<file path="src/rtl/fetch_unit.sv">
// fetch_unit -- instruction-fetch stage of the monocycle processor.
//
// Holds the program counter. Fetches one word per instruction from
// instruction memory over a ready handshake. Presents the latched
// instruction and its opcode to control for one EXEC cycle. Computes the
// next PC from the jump/branch decision. Stops on the halt opcode or on a
// misaligned jump-register target.
//
// Optional feature: define FETCH_PERF_EN to build the saturating
// instr_count / stall_count performance counters. When it is undefined,
// both outputs are tied to zero and no counter registers exist.
//
// Ports:
//   clk, rst_n          clock (rising edge), asynchronous active-low reset
//   imem_req/imem_addr  fetch request and byte address (= pc)
//   imem_rdata/ready    instruction word and its valid strobe (FETCH only)
//   instr, opcode       latched instruction and instr[31:26]
//   instr_valid         high for exactly the EXEC cycle
//   Jump, Branch,       control decision, sampled in EXEC
//   branch_ne, jr_sel,
//   zero, rs_data
//   pc, pc_plus4        current PC and its link value
//   halted, fault       sticky stop flags
//   instr_count,        performance counters
//   stall_count
module fetch_unit #(
  parameter logic [31:0] RESET_PC    = 32'h0000_0000,
  parameter logic [5:0]  HALT_OPCODE = 6'h3F
) (
  input  logic        clk,
  input  logic        rst_n,
  output logic        imem_req,
  output logic [31:0] imem_addr,
  input  logic [31:0] imem_rdata,
  input  logic        imem_ready,
  output logic [31:0] instr,
  output logic [5:0]  opcode,
  output logic        instr_valid,
  input  logic        Jump,
  input  logic        Branch,
  input  logic        branch_ne,
  input  logic        jr_sel,
  input  logic        zero,
  input  logic [31:0] rs_data,
  output logic [31:0] pc,
  output logic [31:0] pc_plus4,
  output logic        halted,
  output logic        fault,
  output logic [31:0] instr_count,
  output logic [31:0] stall_count
);

  typedef enum logic [1:0] {ST_RST, ST_FETCH, ST_EXEC, ST_HALT} state_t;

  state_t             state, state_nxt;
  logic [31:0]        pc_r;
  logic [31:0]        instr_p0;
  logic               fault_r;
  logic               halt_op;
  logic               jr_fault;
  logic               advance;
  logic signed [31:0] br_off;
  logic [31:0]        next_pc;

  assign opcode   = instr_p0[31:26];
  assign instr    = instr_p0;
  assign pc       = pc_r;
  assign pc_plus4 = pc_r + 32'd4;
  assign imem_addr = pc_r;
  assign fault    = fault_r;

  assign halt_op  = (opcode == HALT_OPCODE);
  assign jr_fault = jr_sel && (rs_data[1:0] != 2'b00);
  // The halt opcode wins over a faulting jr: the instruction simply stops.
  assign advance  = (state == ST_EXEC) && !halt_op && !jr_fault;

  // Branch displacement: sign-extended word offset relative to pc+4.
  assign br_off = {{14{instr_p0[15]}}, instr_p0[15:0], 2'b00};

  always_comb begin
    next_pc = pc_plus4;
    if (jr_sel)
      next_pc = rs_data;
    else if (Jump)
      next_pc = {pc_plus4[31:28], instr_p0[25:0], 2'b00};
    else if (Branch && (zero ^ branch_ne))
      next_pc = pc_plus4 + $unsigned(br_off);
  end

  // FSM state register
  always_ff @(posedge clk or negedge rst_n) begin
    if (!rst_n) state <= ST_RST;
    else        state <= state_nxt;
  end

  // FSM next state
  always_comb begin
    state_nxt = state;
    case (state)
      ST_RST:   state_nxt = ST_FETCH;
      ST_FETCH: if (imem_ready) state_nxt = ST_EXEC;
      ST_EXEC:  state_nxt = (halt_op || jr_fault) ? ST_HALT : ST_FETCH;
      default:  state_nxt = ST_HALT;
    endcase
  end

  // FSM outputs
  always_comb begin
    imem_req    = (state == ST_FETCH);
    instr_valid = (state == ST_EXEC);
    halted      = (state == ST_HALT);
  end

  // Fetch -> execute boundary: instruction latch, PC and fault flag
  always_ff @(posedge clk or negedge rst_n) begin
    if (!rst_n) begin
      pc_r     <= RESET_PC;
      instr_p0 <= 32'd0;
      fault_r  <= 1'b0;
    end else begin
      if (state == ST_FETCH && imem_ready)
        instr_p0 <= imem_rdata;
      if (advance)
        pc_r <= next_pc;
      if (state == ST_EXEC && !halt_op && jr_fault)
        fault_r <= 1'b1;
    end
  end

`ifdef FETCH_PERF_EN
  function automatic logic [31:0] sat_inc(input logic [31:0] v);
    return (v == 32'hFFFF_FFFF) ? v : v + 32'd1;
  endfunction

  logic [31:0] icnt_r, scnt_r;

  always_ff @(posedge clk or negedge rst_n) begin
    if (!rst_n) begin
      icnt_r <= 32'd0;
      scnt_r <= 32'd0;
    end else begin
      if (state == ST_EXEC)
        icnt_r <= sat_inc(icnt_r);
      if (state == ST_FETCH && !imem_ready)
        scnt_r <= sat_inc(scnt_r);
    end
  end

  assign instr_count = icnt_r;
  assign stall_count = scnt_r;
`else
  assign instr_count = 32'd0;
  assign stall_count = 32'd0;
`endif

endmodule
</file>
<file path="config.mk">
export PLATFORM = sky130hd
export DESIGN_NAME = fetch_unit
export DESIGN_NICKNAME = d
export VERILOG_FILES = /design/src/rtl/fetch_unit.sv
export SDC_FILE = /design/constraint.sdc
export NUM_CORES = 1
export LEC_CHECK = 0
export CORE_AREA = 2 2 136 111
export DETAILED_ROUTE_END_ITERATION = 16
export DIE_AREA = 0 0 138 113
export PLACE_DENSITY = 0.84
export SYNTH_ARGS = -nofsm -noshare
export SYNTH_HDL_FRONTEND = slang
export SYNTH_SLANG_ARGS = --single-unit
export TNS_END_PERCENT = 100
</file>
<file path="constraint.sdc">
create_clock -name clk -period 6.4 [get_ports clk]
set_input_delay 1.28 -clock clk [delete_from_list [all_inputs] [get_ports clk]]
set_output_delay 1.28 -clock clk [all_outputs]
set_load 0.1 [all_outputs]
</file>
Yosys cells after proc, flatten, opt, wreduce, memory -nomap -nowiden

Index checks and enable logic that the tools add are counted.

$add $sub $neg: 2
Equality and inequality tests: 5
Mux-type cells: 6
Bitwise logic cells: 1
Reduce and logical (&&, ||, !) cells: 11

Operators with widths:

| cell                    | count |
|---|---|
| $mux W32                | 3 |
| $add A32 B3 Y32 const B | 1 |
| $add A32 B32 Y32        | 1 |
| $eq A6 B6 Y1 const B    | 1 |
| $logic_and A1 B1 Y1     | 6 |
| $pmux W2 S3             | 1 |
| $eq A2 B2 Y1 const B    | 2 |
| $mux W2                 | 2 |
| $eq A2 B1 Y1 const B    | 1 |
| $logic_not A1 Y1        | 2 |
| $logic_not A2 Y1        | 1 |
| $ne A2 B1 Y1 const B    | 1 |
| $reduce_bool A2 Y1      | 1 |
| $logic_or A1 B1 Y1      | 1 |
| $xor A1 B1 Y1           | 1 |

Register bits after elaboration: 67
Input bits: 72
Logic and storage cells: 29

Longest topological paths before layout

Depth in word-level cells: 5
Mapped depth: 16
Depth with buffers taken out: 16

Worst setup path after synthesis

No wires, ideal clock.

Kind: register to register
Start point: register pc_r[2] (netlist: imem_addr[2])
End point: register pc_r[28] (netlist: imem_addr[28])
Library setup time: 0.126 ns
Data arrival time: 5.860 ns
Required time: 6.274 ns
Slack: 0.414 ns
Stages on the path, launching flop included: 16
Buffers on the path: 1
Period minus slack after synthesis: 5.986 ns
Cells stage by stage: dfrtp_1 -> ha_1 -> nand4_1 -> nor3_1 -> nand4_1 -> xnor2_1 -> ha_1 -> clkbuf_1 -> inv_1 -> o21bai_1 -> a211o_1 -> a21oi_1 -> and4b_1 -> or3_1 -> a211oi_1 -> o21ai_1

Cells in the longest elaborated chain, start to end: 5

Ends and longest elaborated chain:

| what                   | line | RTL |
|---|---|---|
| from (decl)            | 56   | `logic [31:0] pc_r;` |
| from (signal assigned) | 124  | `pc_r <= next_pc;` |
| $add A32 B3 Y32        | 68   | `assign pc_plus4 = pc_r + 32'd4;` |
| named net pc_plus4[18] | 46   | `output logic [31:0] pc_plus4,` |
| $add A32 B32 Y32       | 87   | `next_pc = pc_plus4 + $unsigned(br_off);` |
| $mux W32               | 86   | `else if (Branch && (zero ^ branch_ne))` |
| $mux W32               | 84   | `else if (Jump)` |
| $mux W32               | 82   | `if (jr_sel)` |

The timed path passes the listed nets, and every way through them passes these cells.
A chain may end at the register's enable or synchronous reset.

Worst setup path after layout

Start point: register pc_r[2] (netlist: imem_addr[2])
End point: output pc_plus4[30]

Cells in the longest elaborated chain, start to end: 1

Ends and longest elaborated chain:

| what            | line |
|---|---|
| $add A32 B3 Y32 | 68 |
| to (decl)       | 46 |

Every way passes these cells.

==> summary.md <==
| Metric | Value |
|---|---|
| Synthesized area per cell | 8.39 um^2 |
| Slowest stage cell, crit path | clkdlybuf4s50_1 |
| Flop and latch count out of synthesis | 67 |
| Cells along the critical path | ha_1, nand4_1, nor3_1, and3_1, and3_1, xor2_1, clkdlybuf4s50_1 |
| Yosys cell types | 65 |
| Worst-path clk slew | 0.06 ns |
| Most frequently used flop master after synthesis | dfrtp_1 |
| Layout Skew | 0.00892 ns |
| Routed vias/inst | 5.63 |
| Crit end category | primary output |
| Synth-to-Final Area Change | 32.5% |
| Final worst slack | 1.21 ns |
| Chip height | 113 um |
| Fmax | 193 MHz |
| Measured slew at the worst slew-check pin | 1.04 ns |
| Fin. max-slew vios | 0 |
| Status | completed |
| Post-DP Area | 0.00801 mm^2 |
| Num Clock Sinks | 67 |
| EDFF count, synth | 0 |
| Crit-path leading delay family | simple AND/OR/NAND/NOR gates |
| Tmin final | 5.19 ns |
| Worst slack, placed | 1.62 ns |
| TritonCTS clock tree | built |
| Type of origin of the critical path | register |
| Initial antenna violation count | 0 |
| Slew headroom | 30.6% |
| Worst hold-check path type | reg2reg |
| Mapped Area | 0.00627 mm^2 |
| Vias in the first global route | 5684 |
| Initial core utilization | 44.3% |
| Iter 0 DRT Violations | 602 |
| Max incr delay on CP | 1.18 ns |
| CP Buf/Inv Count | 1 |
| RSZ-0062 raised after global routing | false |
| Total global-route track usage | 26.7% |
| Antenna cells | 0 |
| CP Class | reg2out |
| H-tree depth | 3 |
| Register area share after synthesis | 26.7% |
| Post-CTS Resized | 0 |
| Worst skew pair latency | 0.34 ns |
| Finished layout cell area | 0.00831 mm^2 |
| Max Cap Viol | 0 |
| Crit share post-route | 81.0% |
| Post-Syn Instances | 748 |
| DIE AREA | 0.0156 mm^2 |
| Placed cells | 1081 |
| Hold Buf Count CTS | 0 |
| Die extent in x | 138 um |
| Non-filler cells, final | 1097 |
| Core Box Area | 0.0142 mm^2 |
| Asr flop ratio synth | 100% |
| DP HPWL | 16.3 mm |
| Hold Violations, Final | 0 |
| Remaining DRCs | 0 |
| I/O pin total | 274 |
| Clock Path Buffers | 2 |
| Crit Path Max Fanout | 7 |
| Row cnt | 39 |
| Total gr overflow | 0 |
| First-pass GRT wire length | 32.8 mm |
| WL per Instance | 19.6 um |
| Routed WL | 21.5 mm |
| Setup Buffers After CTS | 0 |
| Yosys warning count | 0 |
| Initial DRT Pass Iterations | 5 |
| CP dominant cell by count | and3_1 |
| CTS Root Cell | clkbuf_16 |
| Final estimated routing congestion in global placement | 0.955 |
| CP Data Arrival Time | 3.91 ns |
| CTS buffer count | 9 |
| Detailed-route via count | 6175 |
| Setup-failing EPs final | 0 |
| DRT antenna net count | 0 |
| Maximum number of pins on one net before global-route repair | 68 |
| Fin nets | 1017 |
| Fraction of final layout cells sized beyond drive strength 1 | 7.45% |
| PortBufs | 209 |
| Worst EP required | 5.12 ns |
| Setup tns final | 0 ns |
| Fillcell total | 1265 |
area by class of cell:
class | count | area [um^2] | area share, %
timing repair buffer | 218 | 2150 | 25.9
clock buffer | 10 | 229 | 2.76
tap | 184 | 230 | 2.77
multi-input combinational | 598 | 3890 | 46.9
clock inverter | 6 | 72.6 | 0.873
inverter | 14 | 52.6 | 0.632
sequential | 67 | 1680 | 20.2
through the flow:
step           utilization [%]  hold slack (ns)
5_1_grt                   58.7            0.516
2_1_floorplan                -            0.555
6_report                  58.7            0.495
3_5_place_dp              56.6            0.462
4_1_cts                   58.7            0.494
3_3_place_gp              56.6            0.472
kinds of logic after synthesis:
group | after synthesis | share of synthesized area, %
flip-flops | 67 | 26.7
AO/OA/AOI/OAI | 208 | 21.5
other | 1 | 0.0598
adder cells (fa/ha/maj) | 37 | 7.50
multiplexers | 34 | 6.06
XOR/XNOR | 48 | 6.70
AND/OR/NAND/NOR | 207 | 16.5
buffers and inverters | 146 | 15.0
final timing paths:
| kind | start | end | slack, ns | cells past startpoint |
|---|---|---|---|---|
| max in group asynchronous | rst_n | instr[10]$_DFFE_PN0P_ | 4.64 | 2 |
| worst min register to register | fault$_DFFE_PN0P_ | fault$_DFFE_PN0P_ | 0.49 | 1 |
| worst min-delay path | fault$_DFFE_PN0P_ | fault$_DFFE_PN0P_ | 0.49 | 1 |
| worst max-delay path | imem_addr[2]$_DFFE_PN0P_ | pc_plus4[30] | 1.21 | 7 |
| worst max register to register | imem_addr[2]$_DFFE_PN0P_ | imem_addr[28]$_DFFE_PN0P_ | 1.72 | 14 |
| min in group asynchronous | rst_n | instr[25]$_DFFE_PN0P_ | 1.14 | 2 |
synth_stat cells, types with 6 or more instances:
library cell  count  area [um^2]
a211oi_1         13         97.6
a21o_1           10         75.1
a21oi_1          49          245
a31oi_1           6         37.5
and3_1           12         75.1
buf_4           104          781
clkbuf_1         28          105
dfrtp_1          67         1680
ha_1             36          450
inv_1            14         52.6
mux2_2           32          360
nand2_1          70          263
nand3_1          16         80.1
nand4_1          14         87.6
nor2_1           43          161
nor3_1           14         70.1
o211ai_1         13         97.6
o21a_1            6         45.0
o21ai_0          54          270
o21bai_1          7         52.6
o221ai_1          7         61.3
or3_1             7         43.8
xnor2_1          27          236
xor2_1           21          184
registers in the layout, summed over array words and instances (netlist names):
name and cells:
state 2, imem_addr 32, fault 1, instr 32
routing by layer:
layer	track usage [%]	wire length [um]	vias up
met5	0	0	-
met2	41.0	9630	349
met1	37.2	9400	2920
met3	7.79	2080	28
li1	-	-	2878
met4	6.87	346	0
worst register-to-register path: stages, from the launching register on:
cell      delay (ns)
dfrtp_1         0.45
ha_1            0.24
nand4_1         0.26
nor3_1          0.64
nand4_1         0.21
xnor2_1         0.42
ha_1            0.42
nand4_1         0.17
nor2_1          0.06
a211o_1         0.28
a21oi_1         0.28
and4b_1         0.27
or3_1           0.32
a211oi_1        0.43
o21ai_1         0.12
layout by cell type, fill, tap and decap left out, types with 4 or more instances in the layout:
| master | count |
|---|---|
| a211oi_1 | 13 |
| a21o_1 | 10 |
| a21oi_1 | 49 |
| a31oi_1 | 6 |
| and3_1 | 12 |
| and4_1 | 5 |
| buf_4 | 9 |
| clkbuf_16 | 9 |
| clkdlybuf4s50_1 | 208 |
| conb_1 | 64 |
| dfrtp_1 | 67 |
| ha_1 | 36 |
| inv_1 | 14 |
| mux2_2 | 32 |
| nand2_1 | 70 |
| nand3_1 | 16 |
| nand4_1 | 14 |
| nor2_1 | 43 |
| nor3_1 | 14 |
| o211ai_1 | 13 |
| o21a_1 | 6 |
| o21ai_0 | 54 |
| o21ai_1 | 4 |
| o21bai_1 | 7 |
| o221ai_1 | 7 |
| o22ai_1 | 5 |
| or3_1 | 7 |
| xnor2_1 | 27 |
| xor2_1 | 21 |
Power is left out: the tool's default activity adds up to more than one toggle a clock period on the data nets, which glitch-free logic cannot reach.
